--- config.mk ---
export PLATFORM = sky130hd
export DESIGN_NAME = snake_stepper
export DESIGN_NICKNAME = d
export VERILOG_FILES = /design/src/rtl/snake_stepper.sv
export SDC_FILE = /design/constraint.sdc
export NUM_CORES = 1
export LEC_CHECK = 0
export BUFFER_PORTS_ARGS = -buffer_cell sky130_fd_sc_hd__buf_2
export CORE_UTILIZATION = 45
export CTS_CLUSTER_SIZE = 10
export DETAILED_ROUTE_END_ITERATION = 16
export GPL_TIMING_DRIVEN = 0
export PLACE_DENSITY = 0.76
export SETUP_SLACK_MARGIN = 0.1
export SLEW_MARGIN = 25
export SYNTH_ARGS = -nofsm -noshare
export SYNTH_HDL_FRONTEND = slang
export SYNTH_SLANG_ARGS = --single-unit
--- constraint.sdc ---
create_clock -name clk -period 6.15 [get_ports clk]
set_input_delay 0.3075 -clock clk [delete_from_list [all_inputs] [get_ports clk]]
set_output_delay 0.3075 -clock clk [all_outputs]
set_load 0.05 [all_outputs]
--- src/rtl/snake_stepper.sv ---
// Snake head stepper: buffers up to two direction requests between game ticks and
// advances the head one cell per accepted tick, wrapping at the playfield edges.
module snake_stepper #(
  parameter int unsigned GRID_W    = 40,
  parameter int unsigned GRID_H    = 30,
  parameter int unsigned X_W       = 6,
  parameter int unsigned Y_W       = 5,
  parameter int unsigned START_X   = 20,
  parameter int unsigned START_Y   = 15,
  parameter int unsigned START_DIR = 1
) (
  input  logic           clk,
  input  logic           rst_n,
  input  logic           tick,
  input  logic           run,
  input  logic           dir_valid,
  input  logic [1:0]     dir_req,
  output logic [X_W-1:0] head_x,
  output logic [Y_W-1:0] head_y,
  output logic [1:0]     dir_cur,
  output logic           step,
  output logic           wrapped,
  output logic           q_full,
  output logic           dbg_state
);

  typedef enum logic {S_PAUSED = 1'b0, S_RUNNING = 1'b1} state_e;

  localparam logic [1:0]     DIR_UP    = 2'd0;
  localparam logic [1:0]     DIR_RIGHT = 2'd1;
  localparam logic [1:0]     DIR_DOWN  = 2'd2;
  localparam logic [1:0]     DIR_LEFT  = 2'd3;
  localparam logic [X_W-1:0] X_MAX     = X_W'(GRID_W - 1);
  localparam logic [Y_W-1:0] Y_MAX     = Y_W'(GRID_H - 1);
  localparam logic [X_W-1:0] X_START   = X_W'(START_X);
  localparam logic [Y_W-1:0] Y_START   = Y_W'(START_Y);
  localparam logic [1:0]     D_START   = 2'(START_DIR);

  state_e         state_q;
  logic [X_W-1:0] x_q, x_d;
  logic [Y_W-1:0] y_q, y_d;
  logic [1:0]     dir_q;
  logic           step_q, wrap_q, wrap_d, q_full_q;
  // Request FIFO: q0 is the oldest entry, q1 the second; cnt is occupancy 0..2.
  logic [1:0]     q0_q, q1_q, q0_d, q1_d;
  logic [1:0]     cnt_q, cnt_d;

  logic           tick_acc, pop, push;
  logic [1:0]     dir_mv, cnt_ap, q0_ap, ref_dir;

  always_comb begin
    tick_acc = (state_q == S_RUNNING) && run && tick;
    pop      = tick_acc && (cnt_q != 2'd0);
    dir_mv   = pop ? q0_q : dir_q;
    cnt_ap   = cnt_q - {1'b0, pop};
    q0_ap    = pop ? q1_q : q0_q;

    // Requests are judged against the queue as it stands after this edge's pop.
    case (cnt_ap)
      2'd2:    ref_dir = q1_q;
      2'd1:    ref_dir = q0_ap;
      default: ref_dir = dir_mv;
    endcase

    push = dir_valid && (cnt_ap != 2'd2) && (dir_req != ref_dir)
           && (dir_req != (ref_dir ^ 2'd2));

    q0_d = q0_ap;
    q1_d = q1_q;
    if (push) begin
      if (cnt_ap == 2'd0) q0_d = dir_req;
      else                q1_d = dir_req;
    end
    cnt_d = cnt_ap + {1'b0, push};

    x_d    = x_q;
    y_d    = y_q;
    wrap_d = 1'b0;
    case (dir_mv)
      DIR_UP: begin
        wrap_d = (y_q == '0);
        y_d    = wrap_d ? Y_MAX : y_q - 1'b1;
      end
      DIR_DOWN: begin
        wrap_d = (y_q == Y_MAX);
        y_d    = wrap_d ? '0 : y_q + 1'b1;
      end
      DIR_LEFT: begin
        wrap_d = (x_q == '0);
        x_d    = wrap_d ? X_MAX : x_q - 1'b1;
      end
      default: begin
        wrap_d = (x_q == X_MAX);
        x_d    = wrap_d ? '0 : x_q + 1'b1;
      end
    endcase
  end

  always_ff @(posedge clk or negedge rst_n) begin
    if (!rst_n) begin
      state_q  <= S_PAUSED;
      x_q      <= X_START;
      y_q      <= Y_START;
      dir_q    <= D_START;
      step_q   <= 1'b0;
      wrap_q   <= 1'b0;
      q0_q     <= DIR_UP;
      q1_q     <= DIR_UP;
      cnt_q    <= 2'd0;
      q_full_q <= 1'b0;
    end else begin
      case (state_q)
        S_PAUSED:  if (run)  state_q <= S_RUNNING;
        S_RUNNING: if (!run) state_q <= S_PAUSED;
        default:             state_q <= S_PAUSED;
      endcase

      q0_q     <= q0_d;
      q1_q     <= q1_d;
      cnt_q    <= cnt_d;
      q_full_q <= (cnt_d == 2'd2);
      step_q   <= tick_acc;
      wrap_q   <= tick_acc && wrap_d;
      if (tick_acc) begin
        x_q   <= x_d;
        y_q   <= y_d;
        dir_q <= dir_mv;
      end
    end
  end

  assign head_x    = x_q;
  assign head_y    = y_q;
  assign dir_cur   = dir_q;
  assign step      = step_q;
  assign wrapped   = wrap_q;
  assign q_full    = q_full_q;
  assign dbg_state = state_q;

endmodule

==> out/metrics.yaml, run 1 <==
hold_path_class: "primary input to flip-flop"
clk_latency_ns: 0.32
drv_slew: 0
yosys.cell_types.count: 44
diodes: 0
synth_area_leaders: "dfrtp_1 (24%), dfstp_2 (11%), ha_1 (6.9%), nand2_1 (4.8%), o21ai_0 (3.7%)"
p_leak_nw: 0.7982
syn_nets: 196
route.layer.met1.wl_um: 1585
numPortBuffers: 23
worstMarginPinSlew_ns: 0.5957
cts_sinks: 23
ant_nets: 0
vias_per_cell: 5.547
synth-edff-count: 0
period_share_pct: 49.46
ios: 24
slew_headroom_pct: 59.87
start_util_pct: 48.06
route.met3.wl_um: 174
cts_buffer_depth: 2
tns_ns: 0
skew_ns: 0.008769
drt_wl_total_um: 3274
rsz0062_at_grt: "false"
via_count: 1409
first_global_vias: 1275
async_flop_share_pct: 100.0
synth_area_mm2: 0.001642
gr-usage-all-layers_pct: 18.05
coreArea_mm2: 0.003416
syn_area_per_cell_um2: 9.120
crit_required_ns: 6.37
path_class: "flip-flop to flip-flop"
hold_viol: 0
ys_seq_area_share_pct: 35.59
period_needed_ns: 3.042
gp_congestion: 0.8660
final_cells: 254
dp_cells: 249
dr.pass1.iters: 4
drc_errors: 0
final_cell_mix: "buf_2 (25), nand2_1 (21), dfrtp_1 (16)"
endpoint_kind: "flip-flop"
nets: 225
mostFrequentLayoutCell: "buf_2"
ctsResizeCount: 0
cts_tree: "done"
status: "complete, no violations"
clk_pin_slew_ns: 0.14
antenna_found_initial: 0
die_w_um: 62.40
maxCapViolations: 0
synthCells: 180
dieArea_mm2: 0.003894
h-tree-depth: 1
grt_max_degree: 24
vdd.ir_drop.worst_uv: 299.5
top_layer: "met4"
cts_post_setup_buffers_inserted: 0
fp-row-count: 21
met2WireLength_um: 1479
dp_hpwl_um: 2395
powerDensity_mw_per_mm2: 562.2
cp_max_fo: 10
nFillCells: 333
yosys.area.top_type_share_pct: 24.39
drt_iter0_markers: 79
postCtsHoldBufs: 1
ys_ff_latch: 23
synthToLayoutAreaGrowth_pct: 12.73
numCtsBuffers: 3
grt_pass1_wl_um: 5747
start_kind: "flip-flop"
yosys.area.top_type: "dfrtp_1"
ys_warn_count: 0
cp.arrival_ns: 3.26
drive_above_1_share_pct: 21.63
die_h_um: 62.40
cts_root_buf: "clkbuf_4"
synth_flop_cell: "dfrtp_1"
grt_overflow: 0
fmax_ghz: 0.3288
finalSetupViolCount: 0
wl_per_cell_um: 12.89
-- stage by stage --
stage,total power (W),cell area (um^2),setup slack (ns),hold WS [ns],utilization (%)
floorplan,0.0008339,1642,3.087,0.01191,-
global placement,0.0009588,1814,3.175,0.3126,53.11
detailed placement,0.0009675,1814,3.123,0.3192,53.11
CTS,0.001043,1851,3.090,0.1428,54.18
global route,0.001127,1851,2.808,0.1336,54.18
finish,0.001040,1851,3.108,0.1485,54.18
-- worst max-delay path, cell delays in order, from the launching register on --
cell and delay, ns:
dfrtp_1 0.46, nand3_1 0.31, o21ai_0 0.59, inv_1 0.13, ha_1 0.25, nand2b_1 0.19, nor3b_1 0.33, mux2i_4 0.15
a21boi_2 0.19, mux2_1 0.34
-- cell type report --
cell class	count	area [um^2]	area share, %
inverter	11	41.29	2.231
buffer	7	28.78	1.555
clock buffer	4	26.28	1.420
tap	46	57.56	3.110
sequential	23	584.3	31.58
timing repair buffer	24	125.1	6.761
multi-input combinational	139	987.2	53.35
-- logic make-up (layout without fill, tap and decap cells) --
logic type / Yosys count / in the layout / share of synthesized area [%]
compound gates: 50 / 50 / 22.03
xor+xnor: 5 / 5 / 2.668
fa+ha+maj: 9 / 9 / 6.860
buf+inv: 18 / 46 / 4.268
flops: 23 / 23 / 35.59
mux: 15 / 15 / 10.82
simple gates: 60 / 60 / 17.76
-- synth_stat cells (2+ instances only) --
master and n:
o21ai_0 12, mux2_2 4, buf_2 2, clkbuf_1 5
xnor2_1 5, nand4_1 2, mux2_1 4, o31ai_1 2
mux2i_1 5, dfrtp_1 16, a31oi_1 3, o32ai_1 2
dfstp_2 7, inv_1 11, nor3b_1 5, nand3_1 7
o211ai_1 2, o221ai_1 2, ha_1 9, nor2_1 13
nand2b_1 5, a22oi_1 3, nor3_1 4, a21oi_1 9
nand2_1 21, a21o_1 2
-- worst paths after layout --
| path | depth (start not counted) | to | from | slack (ns) |
|---|---|---|---|---|
| max in group asynchronous | 2 | dir_cur[0]$_DFFE_PN1P_ | rst_n | 5.30 |
| hold reg to reg | 1 | q1_q[1]$_DFFE_PN0P_ | q1_q[1]$_DFFE_PN0P_ | 0.52 |
| min in group asynchronous | 2 | head_y[4]$_DFFE_PN0P_ | rst_n | 0.48 |
| setup / recovery | 9 | q0_q[1]$_DFF_PN0_ | dbg_state$_DFF_PN0_ | 3.11 |
| hold / removal | 1 | dbg_state$_DFF_PN0_ | run | 0.15 |
| setup reg to reg | 9 | q0_q[1]$_DFF_PN0_ | dbg_state$_DFF_PN0_ | 3.11 |
-- power by group --
group          switching [W]  internal, W
registers          0.0000741     0.000230
logic               0.000432     0.000230
clock network      0.0000483    0.0000254
total               0.000555     0.000486
-- registers in the layout, summed over array words and instances (netlist names) --
register   cells
wrapped        1
q1_q           2
dir_cur        2
head_y         5
cnt_q          2
step           1
dbg_state      1
q_full         1
q0_q           2
head_x         6
-- routing by layer --
metal  GRT usage, %  vias up
met5              0        -
li1               -      719
met3          2.190        4
met1          26.51      647
met4          6.686        0
met2          27.04       39
Power figures use the tool's default switching activity.
==> run 2: changes to the inputs <==
==> constraint.sdc (replaced) <==
create_clock -name clk -period 3 [get_ports clk]
set_input_delay 0.15 -clock clk [delete_from_list [all_inputs] [get_ports clk]]
set_output_delay 0.15 -clock clk [all_outputs]
set_load 0.05 [all_outputs]
==> run 2 against run 1 <==
Against the previous run: via count shrank 0.85%; combinational power grew 110%; count of clock-buffer cells in the layout shrank 1; sequential power grew 110%; non-clock buffer count grew 1; clock skew shrank 0.0030 ns; flip-flop and latch count is the same; register-to-register slack lost 2.7 ns; cell area grew 2.0%; first-iteration DRC count shrank 38%; die area is the same.
==> out/metrics.yaml, run 2 (synthesis gave the netlist of run 1 again) <==
skew_ns: 0.005739
die_h_um: 62.40
cp_cell_sequence: "dlygate4sd3_1 > buf_2 > nand3_2 > nor3b_1 > a21oi_2 > inv_1 > ha_1 > o211ai_1 > o221ai_1 > mux2i_2 > a21boi_2 > mux2_1"
antenna_found_initial: 0
path_class: "primary input to flip-flop"
coreArea_mm2: 0.003416
final_cells: 255
numCtsBuffers: 3
gr-usage-all-layers_pct: 18.57
slew_headroom_pct: 66.64
cpPeakStageDelay_ns: 0.53
dp_hpwl_um: 2331
grt_overflow: 0
setup_slack_ns: 0.3168
dr.pass1.iters: 4
grt_pass1_wl_um: 5920
cts_buffer_depth: 2
clk_pin_slew_ns: 0.13
start_kind: "primary input"
rr_startpoint: "dbg_state$_DFF_PN0_"
die_w_um: 62.40
fp-row-count: 21
drt_iter0_markers: 49
slowest_stage: "dlygate4sd3_1"
drt_wl_total_um: 3249
hold_path_startpoint: "dir_req[1]"
cts_sinks: 23
ios: 24
drv_slew: 0
ant_nets: 0
wl_per_cell_um: 12.74
top_usage_layer: "met2"
p_leak_nw: 0.8077
period_needed_ns: 2.683
final_cell_mix: "buf_2 (25), nand2_1 (21), dfrtp_1 (15)"
multi_input_area_mm2: 0.001011
cts_tree: "done"
nets: 226
via_count: 1397
report.power.total_w: 0.002156
drive_above_1_share_pct: 24.40
synthToLayoutAreaGrowth_pct: 14.94
hold_viol: 0
start_util_pct: 48.06
cp-startpoint: "run"
ff_latch_area_um2: 585.6
h-tree-depth: 1
finalSetupViolCount: 0
met1_usage_pct: 26.57
rsz0062_at_grt: "false"
vdd.ir_drop.worst_uv: 492.0
status: "complete, no violations"
cp.arrival_ns: 2.89
powerDensity_mw_per_mm2: 1143
mostFrequentLayoutCell: "buf_2"
cp_max_fo: 10
hold_ws_ns: 0.06374
use_met2_pct: 27.99
grt_max_degree: 24
dp_cells: 249
vias_per_cell: 5.478
hold_path_class: "primary input to flip-flop"
diodes: 0
worstMarginPinSlew_ns: 0.4865
pre_cts_ws_ns: 0.2160
grt_use_met3_pct: 2.920
maxCapViolations: 0
fmax_ghz: 0.3727
cts_root_buf: "clkbuf_4"
drc_errors: 0
tns_ns: 0
endpoint_kind: "flip-flop"
clk_latency_ns: 0.31
nFillCells: 328
period_share_pct: 89.44
gp_congestion: 0.8245
dieArea_mm2: 0.003894
largest_register_ffs: 6
first_global_vias: 1312
numPortBuffers: 23
crit_required_ns: 3.21
run 2: area by class of cell:
cell class | count | area share (%)
Multi-Input combinational cell | 139 | 53.58
Sequential cell | 23 | 31.03
Timing Repair Buffer | 25 | 7.162
Tap cell | 46 | 3.050
Inverter | 11 | 2.188
Buffer | 7 | 1.525
Clock buffer | 3 | 1.194
Clock inverter | 1 | 0.2653
run 2: metal layers:
layer / part of all wire (%) / vias up
met5: 0 / -
met3: 3.8 / 4
met4: 1.4 / 0
met2: 45 / 31
met1: 50 / 647
li1: - / 715
run 2: stage by stage:
stage | util (%) | cell area, um^2
after floorplan | - | 1643
after global placement | 53.15 | 1815
after detailed placement | 53.15 | 1815
after CTS | 54.54 | 1863
after global routing | 55.24 | 1887
final | 55.24 | 1887
run 2: final timing paths:
| check | to | slack, ns | cells past startpoint |
|---|---|---|---|
| worst min-delay path | q1_q[1]$_DFFE_PN0P_ | 0.06 | 2 |
| max in group asynchronous | dbg_state$_DFF_PN0_ | 2.30 | 2 |
| worst max register to register | q0_q[0]$_DFF_PN0_ | 0.39 | 10 |
| min in group asynchronous | head_x[3]$_DFFE_PN0P_ | 0.33 | 2 |
| worst min register to register | q1_q[1]$_DFFE_PN0P_ | 0.51 | 1 |
| worst max-delay path | q0_q[0]$_DFF_PN0_ | 0.32 | 12 |
run 2: worst max-delay path: cells and delay by family:
family	cells	cell delay, ns
buffers and inverters	3	0.77
multiplexers	2	0.70
AO/OA/AOI/OAI	4	0.60
AND/OR/NAND/NOR	2	0.51
adder cells (fa/ha/maj)	1	0.15
run 2: power by group:
part           total [W]  internal (W)  leakage (nW)  switching [W]
registers       0.000632      0.000472         0.271       0.000160
logic            0.00138      0.000481         0.519       0.000896
clock network   0.000147     0.0000498        0.0177      0.0000971
total            0.00216       0.00100         0.808        0.00115
run 2: repair_timing:
| item | 4_1_cts | 5_1_grt |
|---|---|---|
| hold buffers | 2 | 0 |
| endpoints found under the setup margin | 0 | 7 |
| buffers inserted | 0 | 0 |
| resized for setup | 0 | 5 |
| hold endpoints to repair | 17 | 0 |
==> run 3: changes to the inputs <==
--- a/config.mk
+++ b/config.mk
@@ -10,7 +10,7 @@
 export CTS_CLUSTER_SIZE = 10
 export DETAILED_ROUTE_END_ITERATION = 16
 export GPL_TIMING_DRIVEN = 0
-export PLACE_DENSITY = 0.76
+export PLACE_DENSITY = 0.77
 export SETUP_SLACK_MARGIN = 0.1
 export SLEW_MARGIN = 25
 export SYNTH_ARGS = -nofsm -noshare
==> run 3 against run 2 <==
Against the previous run: via count is 3.1% higher; critical path depth did not move; routed wire length is 4.6% higher; non-clock buffer count unchanged; flip-flop and latch count is the same; global-route usage is 0.44 points lower; first-iteration DRC count increased by 100%; die area stayed put; sequential power is 2% higher; cell count unchanged; maximum frequency is 2.2% lower; critical path type unchanged; largest cell class unchanged; largest power group unchanged.
==> out/metrics.yaml, run 3 (synthesis gave the netlist of run 1 again) <==
vias_per_cell: 5.647
period_needed_ns: 2.744
mostFrequentLayoutCell: "buf_2"
path_class: "primary input to flip-flop"
cts_sinks: 23
period_share_pct: 91.47
powerDensity_mw_per_mm2: 1148
maxCapViolations: 0
first_global_vias: 1297
drive_above_1_share_pct: 24.40
holdPathEnd: "q1_q[1]$_DFFE_PN0P_"
clk_pin_slew_ns: 0.12
hold_path_class: "primary input to flip-flop"
cts_post_setup_buffers_inserted: 0
drt_wl_total_um: 3397
via_count: 1440
ff2ff_path_depth: 10
drc_errors: 0
synthToLayoutAreaGrowth_pct: 14.94
hold_viol: 0
cp.arrival_ns: 2.95
nFillCells: 313
dr.pass1.iters: 4
fp-row-count: 21
final_cell_mix: "buf_2 (25), nand2_1 (21), dfrtp_1 (15)"
die_h_um: 62.40
die_w_um: 62.40
grt_max_degree: 24
worstMarginPinSlew_ns: 0.4980
drt_iter0_markers: 100
vdd.ir_drop.worst_uv: 636.3
gp_congestion: 0.8548
antenna_found_initial: 0
crit_required_ns: 3.21
worstReg2RegEnd: "q0_q[0]$_DFF_PN0_"
endpoint_kind: "flip-flop"
holdPathStages: 2
numCtsBuffers: 3
cts_tree: "done"
p_leak_nw: 0.8077
nets: 226
ios: 24
fin_util_pct: 55.24
start_util_pct: 48.06
cp_max_fo: 10
finalSetupViolCount: 0
r2r_slack_ns: 0.32
cts_buffer_depth: 2
cp-startpoint: "run"
dieArea_mm2: 0.003894
coreArea_mm2: 0.003416
diodes: 0
status: "complete, no violations"
rr_startpoint: "dbg_state$_DFF_PN0_"
skew_ns: 0.002878
fmax_ghz: 0.3644
gr-usage-all-layers_pct: 18.13
clk_latency_ns: 0.31
start_kind: "primary input"
ant_nets: 0
wl_per_cell_um: 13.32
largest_register_ffs: 6
numPortBuffers: 23
tns_ns: 0
drv_slew: 0
grt_overflow: 0
h-tree-depth: 1
cts_root_buf: "clkbuf_4"
grt_pass1_wl_um: 5740
dp_hpwl_um: 2383
hold_path_startpoint: "dir_req[1]"
rsz0062_at_grt: "false"
slew_headroom_pct: 65.85
-- run 3: worst max-delay path by stage --
stage | end | cells after the start
finish | q0_q[0]$_DFF_PN0_ | 12
global route | q1_q[1]$_DFFE_PN0P_ | 11
CTS | q0_q[1]$_DFF_PN0_ | 11
detailed placement | q1_q[1]$_DFFE_PN0P_ | 9
global placement | q1_q[1]$_DFFE_PN0P_ | 9
floorplan | q0_q[0]$_DFF_PN0_ | 9
-- run 3: stage by stage --
step	setup WS (ns)	cell area [um^2]	std cells	power, W	hold WS, ns
finish	0.2560	1887	255	0.002165	0.06384
global route	0.09889	1887	255	0.002336	0.06372
CTS	0.1261	1863	255	0.002138	0.06033
detailed placement	0.2184	1815	249	0.001983	0.1457
global placement	0.2602	1815	249	0.001967	0.1503
floorplan	0.2936	1643	180	0.001711	-0.1456
-- run 3: worst max-delay path, stage by stage --
cell,delay [ns]
dlygate4sd3_1,0.52
buf_2,0.16
nand3_2,0.23
nor3b_1,0.33
a21oi_2,0.12
inv_1,0.08
ha_1,0.16
o211ai_1,0.09
o221ai_1,0.27
mux2i_2,0.39
a21boi_2,0.12
mux2_1,0.32
-- run 3: power breakdown --
group          internal (W)  leakage, nW  switching (W)
registers          0.000473        0.271       0.000170
logic              0.000480        0.519       0.000898
clock network     0.0000499       0.0177      0.0000950
-- run 3: area by class of cell --
cell class / instances / area (um^2) / share of cell area, %
Buffer: 7 / 28.78 / 1.525
Clock inverter: 1 / 5.005 / 0.2653
Clock buffer: 3 / 22.52 / 1.194
Tap cell: 46 / 57.56 / 3.050
Timing Repair Buffer: 25 / 135.1 / 7.162
Multi-Input combinational cell: 139 / 1011 / 53.58
Inverter: 11 / 41.29 / 2.188
Sequential cell: 23 / 585.6 / 31.03
-- run 3: timing repair --
| item | CTS | global route |
|---|---|---|
| resized for setup | 0 | 5 |
| hold buffers | 2 | 0 |
| setup endpoints to repair | 0 | 6 |
| hold endpoints to repair | 17 | 0 |
-- run 3: routing by layer --
| metal | GRT usage, % | up-vias | share of wire, % |
|---|---|---|---|
| li1 | - | 718 | - |
| met1 | 25.35 | 674 | 49 |
| met2 | 28.13 | 39 | 46 |
| met3 | 2.555 | 9 | 3.1 |
| met4 | 7.267 | 0 | 1.7 |
| met5 | 0 | - | 0 |
